--- config.mk ---
export PLATFORM = sky130hd
export DESIGN_NAME = alu_arbiter_seq
export DESIGN_NICKNAME = d
export VERILOG_FILES = /design/src/rtl/alu_arbiter_seq.sv
export SDC_FILE = /design/constraint.sdc
export NUM_CORES = 1
export LEC_CHECK = 0
export BUFFER_PORTS_ARGS = -buffer_cell sky130_fd_sc_hd__buf_2
export CAP_MARGIN = 40
export CORE_AREA = 3 3 66 68
export CTS_CLUSTER_SIZE = 25
export DETAILED_ROUTE_END_ITERATION = 16
export DIE_AREA = 0 0 69 71
export GPL_TIMING_DRIVEN = 0
export PLACE_DENSITY = 0.84
export SYNTH_ARGS = -nofsm -noshare
export SYNTH_HDL_FRONTEND = slang
export SYNTH_SLANG_ARGS = --single-unit
--- constraint.sdc ---
create_clock -name clk -period 2.35 [get_ports clk]
set_input_delay 0.235 -clock clk [delete_from_list [all_inputs] [get_ports clk]]
set_output_delay 0.235 -clock clk [all_outputs]
set_load 0.03 [all_outputs]
--- src/rtl/alu_arbiter_seq.sv ---
// Round-robin arbiter sharing one combinational ALU between two requesters.
// Operands are registered onto the ALU, held for SETTLE cycles, then the result is returned on a tagged channel.
module alu_arbiter_seq #(
  parameter int W      = 4,
  parameter int SEL_W  = 4,
  parameter int SETTLE = 1,
  parameter int CNT_W  = 8
) (
  input  logic             clk,
  input  logic             rst,
  input  logic             req0_valid,
  output logic             req0_ready,
  input  logic [W-1:0]     req0_a,
  input  logic [W-1:0]     req0_b,
  input  logic [SEL_W-1:0] req0_sel,
  input  logic             req1_valid,
  output logic             req1_ready,
  input  logic [W-1:0]     req1_a,
  input  logic [W-1:0]     req1_b,
  input  logic [SEL_W-1:0] req1_sel,
  output logic [W-1:0]     alu_a,
  output logic [W-1:0]     alu_b,
  output logic [SEL_W-1:0] alu_sel,
  input  logic [W-1:0]     alu_y,
  input  logic             alu_n,
  input  logic             alu_z,
  input  logic             alu_c,
  input  logic             alu_v,
  output logic             rsp_valid,
  input  logic             rsp_ready,
  output logic             rsp_id,
  output logic [W-1:0]     rsp_y,
  output logic [3:0]       rsp_flags,
  output logic             busy,
  output logic [CNT_W-1:0] cnt0,
  output logic [CNT_W-1:0] cnt1
);

  localparam logic [1:0] IDLE = 2'd0;
  localparam logic [1:0] EXEC = 2'd1;
  localparam logic [1:0] RESP = 2'd2;

  // Counter only needs to hold SETTLE-1; keep at least one bit for SETTLE=1.
  localparam int              SC_W    = (SETTLE > 1) ? $clog2(SETTLE) : 1;
  localparam logic [SC_W-1:0] SC_INIT = SC_W'(SETTLE - 1);

  logic [1:0]      state;
  logic            last;
  logic [SC_W-1:0] sc;

  // last==1 means requester 1 won most recently, so requester 0 has priority.
  assign req0_ready = (state == IDLE) && req0_valid && (!req1_valid || last);
  assign req1_ready = (state == IDLE) && req1_valid && (!req0_valid || !last);
  assign busy       = (state != IDLE);
  assign rsp_valid  = (state == RESP);

  always_ff @(posedge clk or posedge rst) begin
    if (rst) begin
      state     <= IDLE;
      last      <= 1'b1;
      sc        <= '0;
      alu_a     <= '0;
      alu_b     <= '0;
      alu_sel   <= '0;
      rsp_id    <= 1'b0;
      rsp_y     <= '0;
      rsp_flags <= '0;
      cnt0      <= '0;
      cnt1      <= '0;
    end else begin
      case (state)
        IDLE: begin
          if (req0_ready) begin
            alu_a   <= req0_a;
            alu_b   <= req0_b;
            alu_sel <= req0_sel;
            rsp_id  <= 1'b0;
            last    <= 1'b0;
            sc      <= SC_INIT;
            state   <= EXEC;
          end else if (req1_ready) begin
            alu_a   <= req1_a;
            alu_b   <= req1_b;
            alu_sel <= req1_sel;
            rsp_id  <= 1'b1;
            last    <= 1'b1;
            sc      <= SC_INIT;
            state   <= EXEC;
          end
        end
        EXEC: begin
          if (sc != '0) begin
            sc <= sc - 1'b1;
          end else begin
            rsp_y     <= alu_y;
            rsp_flags <= {alu_n, alu_z, alu_c, alu_v};
            state     <= RESP;
          end
        end
        RESP: begin
          if (rsp_ready) begin
            if (rsp_id) cnt1 <= cnt1 + 1'b1;
            else        cnt0 <= cnt0 + 1'b1;
            state <= IDLE;
          end
        end
        default: state <= IDLE;
      endcase
    end
  end

endmodule
---- After elaboration in Yosys (flattened, before gate mapping) ----
Cells that the tools add are included.
W data, S select, Z words.
word-level totals
  register bits ........................... 41
  output and inout bits ................... 41
  word-level logic and storage cells ...... 57
operators by class
  bitwise logic cells ..................... 2
  reductions and logical operators ........ 19
  mux-type cells .......................... 17
  $add $sub $neg .......................... 3
  eq/ne operators ......................... 5
operators with widths
  operator               number
  $mux W4                6
  $add A8 B1 Y8 const B  2
  $reduce_and A3 Y1      3
  $mux W2                4
  $pmux W2 S3            1
  $reduce_and A2 Y1      3
  $reduce_bool A2 Y1     3
  $mux W1                5
  $logic_and A1 B1 Y1    4
  $logic_not A1 Y1       3
  $ne A3 B3 Y1 const B   1
  $eq A2 B1 Y1 const B   1
  $eq A2 B2 Y1 const B   1
  $logic_not A2 Y1       1
  $logic_or A1 B1 Y1     2
  $ne A2 B1 Y1 const B   1
  $ne A2 B2 Y1 const B   1
  $not A1 Y1             2
  $pmux W1 S2            1
  $sub A1 B1 Y1 const B  1

---- Logic depth before layout (Yosys ltp) ----
Gate-level depths: netlist (run 1).
  depth after elaboration ................. 6
  mapped depth ............................ 5
  depth with buffers taken out ............ 4

---- Worst setup path after synthesis (run 1) ----
OpenSTA, ideal clock, no wires.
  path type ............................... register -> register
  from .................................... reg state[1]
  to ...................................... reg alu_a[0]
  setup time .............................. 0.141 ns
  data arrival time ....................... 1.316 ns
  cell stages (with the launch flop) ...... 6
  path slack .............................. 0.892 ns
  period minus slack after synthesis ...... 1.458 ns
  buffers on the path ..................... 1
  cells stage by stage .................... dfrtp_1 nor2_2 inv_2 clkbuf_1 o21ai_0 o311ai_2
between the ends
  word-level cells in the longest chain between the ends .. 5
RTL lines
  what                                                         RTL line    source
  start: declaration                                           47          logic [1:0] state;
  start signal: assignment                                     59          state <= IDLE;
  start signal: assignment                                     80          state <= EXEC;
  start signal: assignment                                     88          state <= EXEC;
  $logic_not A2 Y1 (*)                                         52, 53, 71
  $logic_and A1 B1 Y1, on equally long branches (2 in series)  52, 53
  $reduce_bool A2 Y1 (no line)                                 n/a
  $reduce_and A2 Y1 (no line)                                  n/a
  end signal: assignment                                       74          alu_a <= req0_a;
  end signal: assignment                                       82          alu_a <= req1_a;
  end: declaration                                             21          output logic [W-1:0] alu_a,
Every way passes the cells marked *; elsewhere a longest branch is shown, timed or not.
A chain may end at the register's enable or synchronous reset.

---- Worst setup path in the final report (run 1) ----
  from .................................... reg state[1]
  to ...................................... out req0_ready
between the ends
  word-level cells in the longest chain between the ends .. 3
RTL lines
  what                               RTL line  source
  $logic_not A2 Y1                   52        assign req0_ready = (state == IDLE) && req0_valid && (!req1_valid || last);
  $logic_and A1 B1 Y1 (2 in series)  52
  end: declaration                   12        output logic req0_ready,
No other way between the ends.

==> qor.csv, run 1 <==
stage,metric,value,unit
sta,TNS Setup,0,ns
yosys,"EDFF count, synth",0,
clock_tree,Sink Count,40,
yosys,number of synthesized register bits,40,
sta,Hold WS,0.178,ns
place,dpl cell area,2370,um^2
critical_path,Buf/Inv on CP,2,
power,clock share of power,15.8,%
power,Cell Int Power,0.00189,W
sta,Worst Clk Skew,0.00554,ns
sta,Pins Over Slew Limit,0,
critical_path,Setup crit end kind,primary output,
yosys,Cells after Synth,163,
yosys,"Cell Area, Synth",1900,um^2
yosys,library cells used by synthesis,34,
power,sw power,0.00152,W
route,Avg WL per Cell,13.3,um
sta,Max Fclk,503,MHz
place,Placed Instances,291,
route,DR DRC count,0,
route,via-per-instance ratio,5.10,
sta,Tcrit/Tclk final,84.5,%
power,Sw Ratio,44.5,%
yosys,top_reg_cell synth,dfrtp_1,
route,Vias,1530,
die,DIE WIDTH,69,um
critical_path,crit path launch type,register,
critical_path,CP arrival,1.75,ns
clock_tree,H-tree depth,2,
critical_path,R2R setup slack,0.85,ns
sta,relative slew slack,71.3,%
critical_path,Crit path max-delay family,simple AND/OR/NAND/NOR gates,
die,Starting Density,48.5,%
clock_tree,CTS Buf Count,5,
power,P per Cell Area,1370,nW/um^2
critical_path,slowest cell delay on critical path,0.47,ns
die,die area,4900,um^2
hold_path,min-delay worst type,in2reg,
yosys,top post-synthesis cells by count,"39 x dfrtp_1, 17 x nand3_1, 16 x inv_1",
sta,Final Critical Period,1.99,ns
final_layout,final net count,288,
sta,final setup vio count,0,
clock_tree,cts repair resizes,0,
final_layout,Final Non-Filler Cells,300,
route,post-route antenna net violation count,0,
critical_path,CP cell instances,nor3b_2 > and2_4 > buf_6 > buf_2,
final_layout,share of cells above drive strength 1,46.4,%
die,I/O pin total,78,
yosys,leading area contributor after synthesis,dfrtp_1,
flow_run,Max-cap violations,0,
clock_tree,hold buffer count at CTS,1,
critical_path,CP max-delay cell,dfrtp_1,
clock_tree,CTS tree,yes,
place,"worst slack, placed",0.685,ns
global_routing,GRT overflow,0,
power,Flop pwr share,34.9,%
power,VDD IR max,0.840,mV
clock_tree,clk buf depth,2,
place,hpwl dp,3.06,mm
global_routing,vias in the first global route,1520,
final_layout,register area,1000,um^2
critical_path,Setup CP Type,reg2out,
power,Comb power frac,49.3,%
global_routing,first-pass GRT wire length,6.70,mm
final_layout,post-route cell area,2490,um^2
yosys,Yosys warning count,0,
critical_path,Critical Path RT,2.12,ns
sta,Worst-Margin Slew,0.429,ns
die,Die H,71,um
critical_path,CP Max Fanout,10,
power,static leakage,1.28,nW
yosys,asr flop ratio synth,100,%
yosys,"count leader, synth",dfrtp_1,
yosys,Synth top area share,51.5,%
route,1st-iter DRT viols,83,
yosys,main area contributors after synthesis,"dfrtp_1 51%, o311ai_2 7.7%, mux2_2 5.3%",
route,first-pass iteration count of the detailed router,4,
final_layout,Fillers,326,
final_layout,synthesis-to-layout area growth,31.3,%
yosys,Mapped Avg Cell Area,11.6,um^2
global_routing,largest net degree at the start of global routing,24,
die,Rows,23,
yosys,syn nets,202,
place,port bufs,77,
clock_tree,root buffer cell,clkbuf_8,
global_routing,GRT Overall Usage,16.7,%
sta,RSZ-0062 raised after global routing,no,
final_layout,antenna diode count,0,
yosys,sequential share of the synthesized area,52.8,%
die,core area,3910,um^2
route,Routed WL,3.99,mm
clock_tree,Clock Pin Slew Worst Setup and Hold Paths,0.08,ns
global_routing,initial antenna violation count,0,
clock_tree,Setup Buffers After CTS,0,
run_status,status,finished clean,
sta,final worst setup slack,0.364,ns
final_layout,area occupied by multi-input gates,788,um^2
clock_tree,Clock Latency Late Sink,0.28,ns
sta,Final Hold Viols,0,
place,RePlAce Congestion,0.825,
-- cell type report --
| type | instances | area share (%) |
|---|---|---|
| flip-flops and latches | 40 | 40.3 |
| multi-input cells | 98 | 31.7 |
| repair buffers | 79 | 17.0 |
| clock buffers | 6 | 2.91 |
| inverters | 17 | 2.56 |
| well taps | 50 | 2.51 |
| plain buffers | 8 | 1.71 |
| clock inverters | 2 | 1.41 |
-- logic make-up (layout without fill, tap and decap cells) --
group | count (synthesis) | count (layout) | share of synthesized area (%)
simple gates | 43 | 43 | 14.0
flops | 40 | 40 | 52.8
compound gates | 28 | 28 | 13.3
buf+inv | 25 | 112 | 5.61
xor+xnor | 14 | 14 | 6.46
mux | 11 | 11 | 6.46
fa+ha+maj | 2 | 2 | 1.32
-- sequential cells by signal (all words and copies together) (netlist names) --
| signal | cells |
|---|---|
| rsp_y | 4 |
| last | 1 |
| rsp_flags | 4 |
| cnt1 | 8 |
| alu_b | 4 |
| rsp_id | 1 |
| cnt0 | 8 |
| alu_sel | 4 |
| state | 2 |
| alu_a | 4 |
-- power by group through the flow --
stage	sequential [W]	clock, W	combinational, W
after floorplan	0.00167	0	0.000748
after global placement	0.00119	0	0.00166
after detailed placement	0.00120	0	0.00170
after CTS	0.00119	0.000554	0.00170
after global routing	0.00123	0.000587	0.00180
final	0.00119	0.000540	0.00168
-- through the flow --
step | power (W) | utilization (%)
final | 0.00341 | 63.6
after global routing | 0.00362 | 63.6
after CTS | 0.00344 | 63.6
after detailed placement | 0.00290 | 60.6
after global placement | 0.00285 | 59.9
after floorplan | 0.00242 | -
-- worst paths after layout --
check | endpoint | cells past startpoint | from
worst max-delay path | req0_ready | 4 | state[1]
worst min-delay path | rsp_flags[0] | 2 | alu_v
worst max register to register | alu_b[0] | 4 | state[1]
worst min register to register | cnt1[7] | 1 | cnt1[7]
max in group asynchronous | last | 4 | rst
min in group asynchronous | cnt0[7] | 3 | rst
-- metal layers --
metal,GRT usage (%),up-vias,routed length (um)
li1,-,738,-
met1,21.5,719,1690
met2,27.6,64,1950
met3,3.55,9,270
met4,6.72,0,78
met5,0,-,0
-- cell usage in the layout, fill, tap and decap left out, types with 2 or more instances in the layout --
cell type / netlist / routed
o21ai_1: 2 / 2
o311ai_2: 9 / 9
nor3_1: 2 / 2
ha_1: 2 / 2
a21oi_1: 2 / 2
inv_2: 1 / 2
clkbuf_8: 0 / 5
buf_2: 4 / 81
clkbuf_1: 3 / 4
o21ai_0: 12 / 12
xor2_1: 7 / 7
dfrtp_1: 39 / 39
mux2_2: 9 / 9
nand2_1: 4 / 4
nand4_1: 3 / 3
o311ai_1: 3 / 3
nand3_1: 17 / 17
inv_1: 16 / 15
xnor2_1: 7 / 7
nor2_1: 5 / 5
nand2b_1: 2 / 2
(Power assumes the default switching activity.)
==> inputs of run 2 (changes only) <==
Settings changed: CORE_AREA 3 3 66 68 to 3 3 67 69, DIE_AREA 0 0 69 71 to 0 0 70 72, PLACE_DENSITY 0.84 to 0.81.
Clock period 2.35 ns to 1.9 ns, I/O delays scaled along.
==> run 2 against run 1 <==
  * Combinational power increased by 27%
  * Worst hold slack lost 0.030 ns
  * Clock skew grew 0.0033 ns
  * Register-to-register slack got worse by 0.50 ns
  * Critical path type unchanged
  * Largest power group unchanged
  * Highest routed layer unchanged
==> qor.csv, run 2 (synthesized netlist as in run 1, its figures left out) <==
stage,metric,value,unit,change
critical_path,launch point of the worst path,state[1],,unchanged
sta,Worst-Margin Slew,0.451,ns,was 0.429 ns
critical_path,Crit path max-delay family,simple AND/OR/NAND/NOR gates,,unchanged
global_routing,GRT Overall Usage,15.9,%,was 16.7%
die,Starting Density,47.8,%,was 48.5%
clock_tree,CTS Buf Count,5,,unchanged
final_layout,most frequent cells in the layout,"81 x buf_2, 38 x dfrtp_1, 17 x nand3_1, 15 x inv_1, 12 x o21ai_0",,"was 81 x buf_2, 39 x dfrtp_1, 17 x nand3_1, 15 x inv_1, 12 x o21ai_0"
global_routing,first-pass GRT wire length,6.48,mm,was 6.70 mm
place,port bufs,77,,unchanged
die,Die H,72,um,was 71 um
hold_path,Hold Crit Depth,2,,unchanged
global_routing,met2 Resource Use GR,27.7,%,was 27.6%
critical_path,slowest cell delay on critical path,0.47,ns,about the same
global_routing,busiest grt layer,met2,,unchanged
final_layout,Final Core Density,62.5,%,was 63.6%
final_layout,share of cells above drive strength 1,47.0,%,was 46.4%
place,hpwl dp,3.11,mm,was 3.06 mm
route,first-pass iteration count of the detailed router,4,,unchanged
clock_tree,H-tree depth,2,,unchanged
power,static leakage,1.28,nW,about the same
place,RePlAce Congestion,0.792,,was 0.825
sta,Final Hold Viols,0,,unchanged
sta,RSZ-0062 raised after global routing,no,,unchanged
critical_path,R2R cell count,5,,was 4
final_layout,synthesis-to-layout area growth,30.9,%,was 31.3%
hold_path,min-delay worst type,in2reg,,unchanged
flow_run,Max-cap violations,0,,unchanged
die,die area,5040,um^2,was 4900 um^2
die,DIE WIDTH,70,um,was 69 um
power,P per Cell Area,1660,nW/um^2,was 1370 nW/um^2
critical_path,Buf/Inv on CP,2,,unchanged
route,Vias,1513,,"was 1,530"
global_routing,GRT overflow,0,,unchanged
sta,TNS Setup,0,ns,unchanged
sta,final setup vio count,0,,unchanged
global_routing,largest net degree at the start of global routing,22,,was 24
global_routing,grt met1 use,19.5,%,was 21.5%
clock_tree,root buffer cell,clkbuf_8,,unchanged
die,core area,3970,um^2,was 3910 um^2
global_routing,GR Util met3,4.02,%,was 3.55%
final_layout,antenna diode count,0,,unchanged
run_status,status,finished clean,,unchanged
final_layout,"most common cell after layout, fill and taps aside",buf_2,,unchanged
clock_tree,Clock Pin Slew Worst Setup and Hold Paths,0.07,ns,was 0.08 ns
critical_path,CP arrival,1.63,ns,was 1.75 ns
critical_path,Setup crit end kind,primary output,,unchanged
critical_path,crit path launch type,register,,unchanged
global_routing,vias in the first global route,1458,,"was 1,520"
sta,relative slew slack,69.9,%,was 71.3%
die,I/O pin total,78,,unchanged
route,via-per-instance ratio,5.03,,was 5.10
sta,Pins Over Slew Limit,0,,unchanged
global_routing,initial antenna violation count,0,,unchanged
critical_path,Crit path depth,4,,unchanged
critical_path,Setup CP Type,reg2out,,unchanged
route,1st-iter DRT viols,42,,was 83
critical_path,FF-to-FF Start,state[1],,unchanged
clock_tree,Clock Latency Late Sink,0.28,ns,about the same
clock_tree,CTS tree,yes,,unchanged
final_layout,Fillers,346,,was 326
final_layout,final net count,290,,was 288
route,DR DRC count,0,,unchanged
route,Avg WL per Cell,13.2,um,was 13.3 um
critical_path,CP cell instances,nor3b_4 > and2_4 > buf_6 > buf_2,,was nor3b_2 > and2_4 > buf_6 > buf_2
clock_tree,clk buf depth,2,,unchanged
hold_path,min-delay src,alu_y[3],,was alu_v
critical_path,CP Max Fanout,10,,unchanged
critical_path,CP max-delay cell,dfrtp_2,,was dfrtp_1
power,VDD IR max,1.02,mV,was 0.840 mV
sta,Tcrit/Tclk final,95.9,%,
die,Rows,23,,unchanged
final_layout,top flop regs,"cnt0 x8, cnt1 x8",,unchanged
clock_tree,Sink Count,40,,unchanged
route,Routed WL,3.98,mm,was 3.99 mm
route,post-route antenna net violation count,0,,unchanged
critical_path,Critical Path RT,1.71,ns,was 2.12 ns
sta,Max Fclk,549,MHz,
sta,Worst Clk Skew,0.00881,ns,was 0.00554 ns
sta,Final Critical Period,1.82,ns,
==> run 2: changes by cell type in the layout (fill, tap and decap cells not counted), sizes merged <==
cell	previous run	this run
buf	83	85
bufinv	1	0
==> run 2: layout make-up <==
type / instances / area, um^2 / share of cell area, %
sequential: 40 / 1000 / 40.4
multi-input combinational: 98 / 795 / 32.0
timing repair buffer: 81 / 438 / 17.6
clock buffer: 6 / 72.6 / 2.92
inverter: 17 / 63.8 / 2.57
tap: 50 / 62.6 / 2.52
buffer: 8 / 42.5 / 1.71
clock inverter: 1 / 5.00 / 0.202
==> run 2: worst reg2reg max path: stages, from the launching register on <==
cell and delay [ns]:
dfrtp_2 0.47, nor2_2 0.20, inv_2 0.08, clkbuf_1 0.21, o21ai_0 0.31, o311ai_2 0.15
==> run 2: per-layer routing <==
metal  wire, um  up-vias
met3        309        4
li1           -      744
met2       1930       61
met5          0        -
met1       1710      704
met4         37        0
==> run 2: worst paths after layout <==
| path | end | slack, ns |
|---|---|---|
| worst max-delay path | req0_ready | 0.08 |
| worst min-delay path | rsp_y[3] | 0.15 |
| worst max register to register | alu_a[0] | 0.35 |
| worst min register to register | cnt1[7] | 0.46 |
| max in group asynchronous | last | 0.92 |
| min in group asynchronous | cnt1[3] | 0.46 |
==> run 2: what timing repair did <==
action                                 4_1_cts  5_1_grt
endpoints found under the hold margin       19        0
setup endpoints to repair                    1        1
hold buffers                                 1        0
buffers inserted                             0        2
gates resized for setup                      1        1
pin swaps                                    1        1
==> run 2: metrics by stage <==
step	hold WS, ns	power [W]	cell area (um^2)	cells	setup slack [ns]
final	0.148	0.00413	2480	301	0.0779
after global routing	0.141	0.00438	2480	301	0.0153
after CTS	0.136	0.00415	2470	299	0.00911
after detailed placement	0.224	0.00361	2370	291	0.258
after global placement	0.428	0.00354	2340	290	0.253
after floorplan	0.297	0.00299	1900	163	0.442
==> run 2: report_power, final <==
| group | switching, W | internal [W] | total, W |
|---|---|---|---|
| Sequential | 0.000272 | 0.00121 | 0.00148 |
| Combinational | 0.00137 | 0.000769 | 0.00214 |
| Clock | 0.000263 | 0.000249 | 0.000512 |
==> inputs of run 3 (changes only) <==
Settings changed: MAX_ROUTING_LAYER set to met4, SETUP_SLACK_MARGIN set to 0.2.
==> run 3 against run 2 <==
  * Sequential power barely moved
  * Setup slack improved by 0.18 ns
  * Sequential cell count did not move
  * First-iteration DRC count fell by 2.4%
  * Largest cell class unchanged
==> qor.csv, run 3 (synthesized netlist as in run 1, its figures left out) <==
stage,metric,value,unit,change
clock_tree,Clock Pin Slew Worst Setup and Hold Paths,0.07,ns,about the same
critical_path,crit path launch type,register,,unchanged
final_layout,post-route cell area,2520,um^2,was 2480 um^2
hold_path,Hold Crit Depth,2,,unchanged
sta,RSZ-0062 raised after global routing,no,,unchanged
critical_path,CP cell instances,nand2b_4 > and2_4 > buf_8 > buf_6,,was nor3b_4 > and2_4 > buf_6 > buf_2
power,static leakage,1.31,nW,was 1.28 nW
clock_tree,root buffer cell,clkbuf_8,,unchanged
power,VDD IR max,1.03,mV,was 1.02 mV
global_routing,first-pass GRT wire length,6.49,mm,was 6.48 mm
sta,Worst-Margin Slew,0.473,ns,was 0.451 ns
clock_tree,Sink Count,40,,unchanged
power,P per Cell Area,1660,nW/um^2,about the same
place,port bufs,77,,unchanged
die,core area,3970,um^2,unchanged
global_routing,initial antenna violation count,0,,unchanged
critical_path,Setup crit end kind,primary output,,unchanged
critical_path,Buf/Inv on CP,2,,unchanged
critical_path,CP max-delay cell,dfstp_2,,was dfrtp_2
clock_tree,clk buf depth,2,,unchanged
run_status,status,finished clean,,unchanged
sta,final setup vio count,0,,unchanged
clock_tree,Clock Latency Late Sink,0.28,ns,about the same
critical_path,R2R Path End,alu_b[3],,was alu_a[0]
final_layout,top flop regs,"cnt0 x8, cnt1 x8",,unchanged
die,I/O pin total,78,,unchanged
route,first-pass iteration count of the detailed router,4,,unchanged
sta,Worst Clk Skew,0.00635,ns,was 0.00881 ns
clock_tree,CTS Buf Count,5,,unchanged
global_routing,GRT overflow,0,,unchanged
final_layout,final net count,293,,was 290
hold_path,min-delay src,alu_y[3],,unchanged
global_routing,GRT Overall Usage,16.4,%,was 15.9%
hold_path,min-delay worst type,in2reg,,unchanged
sta,Final Hold Viols,0,,unchanged
clock_tree,H-tree depth,2,,unchanged
final_layout,synthesis-to-layout area growth,33.1,%,was 30.9%
place,hpwl dp,3.11,mm,unchanged
route,via-per-instance ratio,5.05,,was 5.03
final_layout,share of cells above drive strength 1,48.8,%,was 47.0%
route,1st-iter DRT viols,41,,was 42
critical_path,Crit path max-delay family,flip-flops,,was simple AND/OR/NAND/NOR gates
die,Rows,23,,unchanged
critical_path,FF-to-FF Start,last,,was state[1]
critical_path,CP Max Fanout,10,,unchanged
route,DR DRC count,0,,unchanged
place,RePlAce Congestion,0.803,,was 0.792
die,Die H,72,um,unchanged
hold_path,Worst Hold End,rsp_y[3],,unchanged
global_routing,largest net degree at the start of global routing,22,,unchanged
clock_tree,CTS tree,yes,,unchanged
sta,TNS Setup,0,ns,unchanged
critical_path,R2R cell count,4,,was 5
die,DIE WIDTH,70,um,unchanged
critical_path,Setup CP Type,reg2out,,unchanged
die,die area,5040,um^2,unchanged
final_layout,most frequent cells in the layout,"80 x buf_2, 37 x dfrtp_1, 17 x nand3_1, 15 x inv_1, 12 x o21ai_0",,"was 81 x buf_2, 38 x dfrtp_1, 17 x nand3_1, 15 x inv_1, 12 x o21ai_0"
final_layout,antenna diode count,0,,unchanged
sta,Final Critical Period,1.64,ns,was 1.82 ns
final_layout,"most common cell after layout, fill and taps aside",buf_2,,unchanged
sta,Tcrit/Tclk final,86.2,%,was 95.9%
route,Vias,1536,,"was 1,513"
route,Routed WL,3.98,mm,about the same
final_layout,Final Non-Filler Cells,304,,was 301
critical_path,R2R setup slack,0.45,ns,was 0.35 ns
place,Placed Instances,291,,unchanged
sta,relative slew slack,68.4,%,was 69.9%
route,Avg WL per Cell,13.1,um,was 13.2 um
sta,Max Fclk,610,MHz,was 549 MHz
flow_run,Max-cap violations,0,,unchanged
place,dpl cell area,2370,um^2,unchanged
power,total power,0.00419,W,was 0.00413 W
route,post-route antenna net violation count,0,,unchanged
die,Starting Density,47.8,%,unchanged
critical_path,slowest cell delay on critical path,0.56,ns,was 0.47 ns
global_routing,vias in the first global route,1461,,"was 1,458"
critical_path,Critical Path RT,1.71,ns,about the same
critical_path,CP arrival,1.45,ns,was 1.63 ns
sta,Pins Over Slew Limit,0,,unchanged
==> run 3: worst max-delay path by stage <==
| stage | startpoint | to | slack (ns) | depth (start not counted) |
|---|---|---|---|---|
| after floorplan | state[1] | alu_a[0] | 0.44 | 5 |
| after global placement | state[1] | req0_ready | 0.25 | 4 |
| after detailed placement | state[1] | req0_ready | 0.26 | 4 |
| after CTS | last | req0_ready | 0.13 | 4 |
| after global routing | state[0] | req0_ready | 0.20 | 4 |
| final | last | req0_ready | 0.26 | 4 |
==> run 3: repair_timing <==
| action | CTS | global route |
|---|---|---|
| endpoints found under the setup margin | 2 | 3 |
| setup buffers | 1 | 4 |
| resized for setup | 3 | 5 |
| hold buffers | 1 | 0 |
| pin swaps | 1 | 1 |
| gates cloned | 0 | 0 |
| hold endpoints to repair | 19 | 0 |
==> run 3: area by class of cell <==
type | instances | area, um^2
fillers | 344 | 1450
repair buffers | 84 | 467
well taps | 50 | 62.6
flip-flops and latches | 40 | 1000
clock inverters | 1 | 5.00
clock buffers | 6 | 72.6
inverters | 17 | 63.8
multi-input cells | 98 | 802
plain buffers | 8 | 47.5
==> run 3: report_power, final <==
group | internal [W] | leakage, nW | switching [W] | total (W)
combinational | 0.000826 | 0.770 | 0.00139 | 0.00221
sequential | 0.00121 | 0.494 | 0.000263 | 0.00147
clock | 0.000249 | 0.0410 | 0.000259 | 0.000509
total | 0.00228 | 1.31 | 0.00191 | 0.00419
==> run 3: stage by stage <==
step	setup WS [ns]	util, %	hold slack [ns]
final	0.261	63.6	0.147
after global placement	0.253	59.0	0.428
after CTS	0.129	62.4	0.136
after floorplan	0.442	-	0.297
after detailed placement	0.258	59.7	0.224
after global routing	0.202	63.6	0.141
==> run 3: worst register-to-register path, delay by kind of cell (launching register included) <==
family	cells	cell delay, ns
AO/OA/AOI/OAI	1	0.11
buffers and inverters	1	0.39
flip-flops	1	0.56
AND/OR/NAND/NOR	2	0.30
==> run 3: metal layers <==
layer,global-route usage [%],routed length [um],up-vias
li1,-,-,751
met1,19.6,1710,721
met2,27.7,1940,60
met3,3.88,296,4
met4,5.11,37,0
met5,-,0,-
